### src/rtl/cacheline_adaptor_pkg.sv
// Shared constants and types for the cache-line to burst adaptor.
// Default geometry: 256-bit line, 64-bit beats, 32-byte aligned line addresses.
package cacheline_adaptor_pkg;

  localparam int unsigned OffsetBits = 5;
  localparam int unsigned LineBits   = 256;
  localparam int unsigned BurstBits  = 64;
  localparam int unsigned Beats      = LineBits / BurstBits;
  localparam int unsigned CntW       = $clog2(Beats);

  typedef enum logic [1:0] {
    StIdle,
    StRead,
    StWrite,
    StDone
  } state_e;

endpackage

### src/rtl/cacheline_adaptor_if.sv
// Bundles the arbiter-facing line request and the memory-facing burst bus.
// slave  : the adaptor's view (takes line requests and memory beats).
// master : the environment's view (arbiter plus burst memory).
// Signals:
//   line_i/address_i/read_i/write_i : line request from arbiter
//   line_o/resp_o                   : assembled read line and completion pulse
//   burst_o/address_o/read_o/write_o: burst request to memory
//   burst_i/resp_i                  : read beat and per-beat strobe from memory
interface cacheline_adaptor_if
  import cacheline_adaptor_pkg::*;
#(
  parameter int unsigned s_line  = LineBits,
  parameter int unsigned s_burst = BurstBits
);

  logic [s_line-1:0]  line_i;
  logic [s_line-1:0]  line_o;
  logic [31:0]        address_i;
  logic               read_i;
  logic               write_i;
  logic               resp_o;
  logic [s_burst-1:0] burst_i;
  logic [s_burst-1:0] burst_o;
  logic [31:0]        address_o;
  logic               read_o;
  logic               write_o;
  logic               resp_i;

  modport slave (
    input  line_i, address_i, read_i, write_i, burst_i, resp_i,
    output line_o, resp_o, burst_o, address_o, read_o, write_o
  );

  modport master (
    output line_i, address_i, read_i, write_i, burst_i, resp_i,
    input  line_o, resp_o, burst_o, address_o, read_o, write_o
  );

endinterface

### src/rtl/cacheline_adaptor.sv
// Converts one line-wide read or write into an ascending burst of s_beats
// beats of s_burst bits, then returns a one-cycle resp_o to the arbiter.
// Ports:
//   clk  : clock
//   rst  : synchronous active-high reset; abandons any burst in flight
//   bus  : cacheline_adaptor_if.slave (line request side and burst side)
module cacheline_adaptor
  import cacheline_adaptor_pkg::*;
#(
  parameter int unsigned s_offset = OffsetBits,
  parameter int unsigned s_line   = LineBits,
  parameter int unsigned s_burst  = BurstBits
) (
  input logic                clk,
  input logic                rst,
  cacheline_adaptor_if.slave bus
);

  localparam int unsigned s_beats = s_line / s_burst;
  localparam int unsigned cnt_w   = $clog2(s_beats);
  localparam logic [cnt_w-1:0] last_beat = cnt_w'(s_beats - 1);
  localparam logic [31:0] addr_mask = ~((32'd1 << s_offset) - 32'd1);

  state_e            state_q;
  logic [cnt_w-1:0]  cnt_q;
  logic [31:0]       addr_q;
  // Read and write lines are kept apart so line_o survives an intervening write.
  logic [s_line-1:0] rline_q;
  logic [s_line-1:0] wline_q;
  logic              read_q;
  logic              write_q;
  logic              resp_q;

  logic [31:0]       addr_aligned;
  logic [31:0]       beat_lsb;

  assign addr_aligned = bus.address_i & addr_mask;
  assign beat_lsb     = 32'(cnt_q) * s_burst;

  always_ff @(posedge clk) begin
    if (rst) begin
      state_q <= StIdle;
      cnt_q   <= '0;
      addr_q  <= '0;
      rline_q <= '0;
      wline_q <= '0;
      read_q  <= 1'b0;
      write_q <= 1'b0;
      resp_q  <= 1'b0;
    end else begin
      unique case (state_q)
        StIdle: begin
          // Read has priority when both requests are raised together.
          if (bus.read_i) begin
            addr_q  <= addr_aligned;
            cnt_q   <= '0;
            read_q  <= 1'b1;
            state_q <= StRead;
          end else if (bus.write_i) begin
            addr_q  <= addr_aligned;
            wline_q <= bus.line_i;
            cnt_q   <= '0;
            write_q <= 1'b1;
            state_q <= StWrite;
          end
        end
        StRead: begin
          if (bus.resp_i) begin
            rline_q[beat_lsb +: s_burst] <= bus.burst_i;
            if (cnt_q == last_beat) begin
              read_q  <= 1'b0;
              resp_q  <= 1'b1;
              state_q <= StDone;
            end else begin
              cnt_q <= cnt_q + 1'b1;
            end
          end
        end
        StWrite: begin
          if (bus.resp_i) begin
            if (cnt_q == last_beat) begin
              write_q <= 1'b0;
              resp_q  <= 1'b1;
              state_q <= StDone;
            end else begin
              cnt_q <= cnt_q + 1'b1;
            end
          end
        end
        StDone: begin
          resp_q  <= 1'b0;
          state_q <= StIdle;
        end
        default: state_q <= StIdle;
      endcase
    end
  end

  assign bus.read_o    = read_q;
  assign bus.write_o   = write_q;
  assign bus.resp_o    = resp_q;
  assign bus.address_o = addr_q;
  assign bus.line_o    = rline_q;
  // Current write beat follows the counter directly so beat 0 is on the bus
  // in the first WRITE cycle.
  assign bus.burst_o   = write_q ? wline_q[beat_lsb +: s_burst] : '0;

endmodule

### src/flat_wrapper.sv
// flat-port wrapper written by rule: the top's interface ports become plain ports
module cacheline_adaptor_flat import cacheline_adaptor_pkg::*;
#(
  parameter int unsigned s_offset = OffsetBits,
  parameter int unsigned s_line   = LineBits,
  parameter int unsigned s_burst  = BurstBits
)
  (clk, rst, bus_line_i, bus_address_i, bus_read_i, bus_write_i, bus_burst_i, bus_resp_i, bus_line_o, bus_resp_o, bus_burst_o, bus_address_o, bus_read_o, bus_write_o);
  cacheline_adaptor_if #(.s_line(s_line), .s_burst(s_burst)) bus_i ();
  input logic clk;
  input logic rst;
  input wire logic [$bits(bus_i.line_i)-1:0] bus_line_i;
  input wire logic [$bits(bus_i.address_i)-1:0] bus_address_i;
  input wire logic [$bits(bus_i.read_i)-1:0] bus_read_i;
  input wire logic [$bits(bus_i.write_i)-1:0] bus_write_i;
  input wire logic [$bits(bus_i.burst_i)-1:0] bus_burst_i;
  input wire logic [$bits(bus_i.resp_i)-1:0] bus_resp_i;
  output wire logic [$bits(bus_i.line_o)-1:0] bus_line_o;
  output wire logic [$bits(bus_i.resp_o)-1:0] bus_resp_o;
  output wire logic [$bits(bus_i.burst_o)-1:0] bus_burst_o;
  output wire logic [$bits(bus_i.address_o)-1:0] bus_address_o;
  output wire logic [$bits(bus_i.read_o)-1:0] bus_read_o;
  output wire logic [$bits(bus_i.write_o)-1:0] bus_write_o;
  assign bus_i.line_i = bus_line_i;
  assign bus_i.address_i = bus_address_i;
  assign bus_i.read_i = bus_read_i;
  assign bus_i.write_i = bus_write_i;
  assign bus_i.burst_i = bus_burst_i;
  assign bus_i.resp_i = bus_resp_i;
  assign bus_line_o = bus_i.line_o;
  assign bus_resp_o = bus_i.resp_o;
  assign bus_burst_o = bus_i.burst_o;
  assign bus_address_o = bus_i.address_o;
  assign bus_read_o = bus_i.read_o;
  assign bus_write_o = bus_i.write_o;
  cacheline_adaptor #(.s_offset(s_offset), .s_line(s_line), .s_burst(s_burst)) u_core (.clk(clk), .rst(rst), .bus(bus_i));
endmodule
### config.mk
export PLATFORM = sky130hd
export DESIGN_NAME = cacheline_adaptor_flat
export DESIGN_NICKNAME = d
export VERILOG_FILES = /design/src/rtl/cacheline_adaptor_pkg.sv /design/src/rtl/cacheline_adaptor_if.sv /design/src/rtl/cacheline_adaptor.sv /design/src/flat_wrapper.sv
export SDC_FILE = /design/constraint.sdc
export NUM_CORES = 1
export LEC_CHECK = 0
export ABC_AREA = 1
export CAP_MARGIN = 10
export CORE_AREA = 2 2 278 280
export DETAILED_ROUTE_END_ITERATION = 12
export DIE_AREA = 0 0 280 282
export SLEW_MARGIN = 20
export SYNTH_ARGS = -nofsm -noshare
export SYNTH_HDL_FRONTEND = slang
export SYNTH_SLANG_ARGS = --single-unit
### constraint.sdc
create_clock -name clk -period 2.7 [get_ports clk]
set_clock_uncertainty 0.1 [all_clocks]
set_input_delay 0.54 -clock clk [delete_from_list [all_inputs] [get_ports clk]]
set_output_delay 0.54 -clock clk [all_outputs]
set_load 0.05 [all_outputs]
==> flow_metrics.py <==
metrics = {
    "synthesis": {
        "yosysTopAreaCellShare_pct": 49.59,
        "syn_inst": 2966,
        "synth.cell_area_um2": 22040,
        "synth_top_area_cell": "dfxtp_1",
        "yosysWarnings": 0,
        "syn_avg_cell_area_um2": 7.431,
        "ys_ff_latch": 546,
        "ys_types": 27,
        "yosys-top-cells-area": "dfxtp_1, a21oi_1, o21ai_0, nand2_1, inv_1",
        "ys_seq_area_share_pct": 49.59,
    },
    "critical_path": {
        "crit_arrival_ps": 2150,
        "worst_path_most_repeated_cell": "buf_12",
        "crit_chain": "buf_12 -> buf_12 -> a21oi_1 -> o21ai_1 -> a21oi_2 -> buf_4 -> buf_12",
        "path_max_fanout": 8,
        "crit_slowest_cell": "dfxtp_4",
        "startpoint_type": "flop",
        "crit_type": "reg2out",
        "max_stage_delay_ps": 400,
        "worstSetupEndpointType": "output port",
        "cp.required_ps": 2060,
    },
    "clock_tree": {
        "cts_max_level": 2,
        "root_buffer": "clkbuf_16",
        "clk_latency_ps": 620,
        "clock_path_buffers": 3,
        "hold_buffers": 0,
        "cts_made_buffers": 60,
        "cts.sinks": 546,
        "cts_tree": "built",
        "clkTransAtPathRegs_ps": 60,
    },
    "final_layout": {
        "drive_gt1_share_pct": 12.95,
        "final_util_pct": 45.58,
        "layout.cells.non_filler": 4628,
        "final_net_count": 3964,
        "synthToLayoutAreaGrowth_pct": 56.54,
    },
    "route": {
        "dr.pass1.iters": 5,
        "route.met2.wl_mm": 42.99,
        "wl_mm": 90.07,
        "ant_nets": 0,
        "top_layer_used": "met5",
        "drc": 0,
        "avgViaCountPerCell": 4.840,
        "wire_per_inst_um": 19.46,
        "wl_met1_mm": 35.66,
        "vias": 22400,
        "drt_first_iter_violations": 1455,
        "met3WireLength_mm": 7.537,
    },
    "placed_design": {
        "dp_hpwl_mm": 60.95,
        "gp_congestion": 0.8583,
        "place_inst": 4479,
        "port_buffers": 701,
    },
    "die": {
        "start_util_pct": 29.12,
        "fp-row-count": 101,
        "ioPinCount": 712,
        "die_w_um": 280,
        "core_um2": 75700,
        "die_h_um": 282,
        "dieArea_um2": 78960,
    },
    "sta": {
        "rsz0062_at_grt": "yes",
        "setup_violations": 44,
        "max_freq_mhz": 357.8,
        "drv_slew": 0,
        "worst_pin_slew_ps": 924.6,
        "fin_hold_ws_ps": 294.5,
        "tns_ps": -1475,
        "hold_viol": 0,
        "fin_ws_ps": -94.83,
        "worst_slew_margin_rel_pct": 38.36,
        "fin_crit_ps": 2795,
        "fin_crit_sh_pct": 103.5,
    },
    "run_status": {
        "status": "finished, violations left",
        "violations": "negative setup slack",
    },
    "run": {
        "cap_violations": 0,
    },
    "global_route": {
        "grt_pass1_wl_mm": 130.6,
        "grt_pass1_vias": 20900,
        "grt_max_degree": 195,
        "grt_usage_pct": 21.56,
        "overflow": 0,
        "antenna_found_initial": 22,
    },
    "power_and_ir_drop": {
        "ir_drop_mv": 0.5959,
        "p_per_area_nw_per_um2": 844.6,
        "p_leak_nw": 11.92,
    },
    "min_path": {
        "hold_path_class": "in2reg",
    },
}
==> registers in the layout, indices dropped and copies added (netlist names) <==
name / count
u_core.bus.resp_o: 1
u_core.bus.read_o: 1
u_core.bus.write_o: 1
u_core.bus.line_o: 256
u_core.bus.address_o: 27
u_core.cnt_q: 2
u_core.wline_q: 256
u_core.state_q: 2
==> layout make-up <==
type / count / area [um2]
multi-input cells: 1890 / 9792
well taps: 978 / 1224
repair buffers: 822 / 9470
clock inverters: 11 / 147.6
inverters: 275 / 1061
clock buffers: 94 / 1841
fillers: 7502 / 41190
diodes: 12 / 30.03
flip-flops and latches: 546 / 10940
==> worst paths after layout <==
| check | from | end | slack, ps | depth (start not counted) |
|---|---|---|---|---|
| worst max-delay path | u_core.cnt_q[0] | bus_burst_o[57] | -90 | 7 |
| worst min-delay path | rst | u_core.bus.line_o[6] | 290 | 4 |
| worst max register to register | u_core.cnt_q[0] | u_core.bus.line_o[63] | 200 | 9 |
| worst min register to register | u_core.wline_q[217] | u_core.wline_q[217] | 340 | 2 |
==> cells in the mapped netlist (all sizes together) <==
master  count
a21oi     706
dfxtp     546
o21ai     480
nand2     413
inv       274
clkbuf    144
nand3     135
nor2      133
buf       115
ha         12
nand4       3
or2         2
a31oi       1
clkinv      1
conb        1
==> report_power, final <==
group | switching (W) | internal [W]
logic | 0.00714 | 0.00426
registers | 0.000442 | 0.00900
clock network | 0.00346 | 0.00484
total | 0.0110 | 0.0181
==> per-stage QoR <==
stage	setup slack (ps)	total power [W]	area, um2
finish	-94.83	0.02914	34500
global placement	277.3	0.01921	30890
detailed placement	239.8	0.01925	30890
global route	-190.4	0.03051	34490
CTS	-147.9	0.02894	34010
floorplan	206.1	0.01515	22060
==> logic make-up (layout without fill, tap and decap cells) <==
group	after synthesis	in the layout	synth area share (%)
compound gates	1187	1187	26.98
fa+ha+maj	12	12	0.6812
buf+inv	534	1202	10.04
flops	546	546	49.59
other cells	1	17	0.01701
simple gates	686	686	12.70
==> what timing repair did <==
item	in CTS	in global routing
setup endpoints to repair	64	84
setup buffers	13	5
gates resized for setup	209	130
pin swaps	65	50
cloned	12	2
==> cell usage in the layout (no fill, tap or decap), drive strengths merged, types with 103 or more instances in the layout <==
cell type,synthesis,routed
buf,115,176
nor2,133,133
inv,274,276
o21ai,480,480
clkdlybuf4s50,0,636
nand2,413,413
clkbuf,144,103
dfxtp,546,546
nand3,135,135
a21oi,706,706
==> layer usage <==
| layer | up-vias | global-route usage (%) |
|---|---|---|
| met5 | - | 0 |
| met3 | 179 | 6.563 |
| li1 | 11150 | - |
| met2 | 799 | 36.60 |
| met4 | 18 | 8.844 |
| met1 | 10250 | 25.25 |
==> worst max-delay path, delay by kind of cell, from the launching register on <==
kind | cells | cell delay, ps
buffers and inverters | 4 | 640
DFF | 1 | 400
AOI/OAI and AO/OA | 3 | 470
Power figures use the tool's default switching activity.
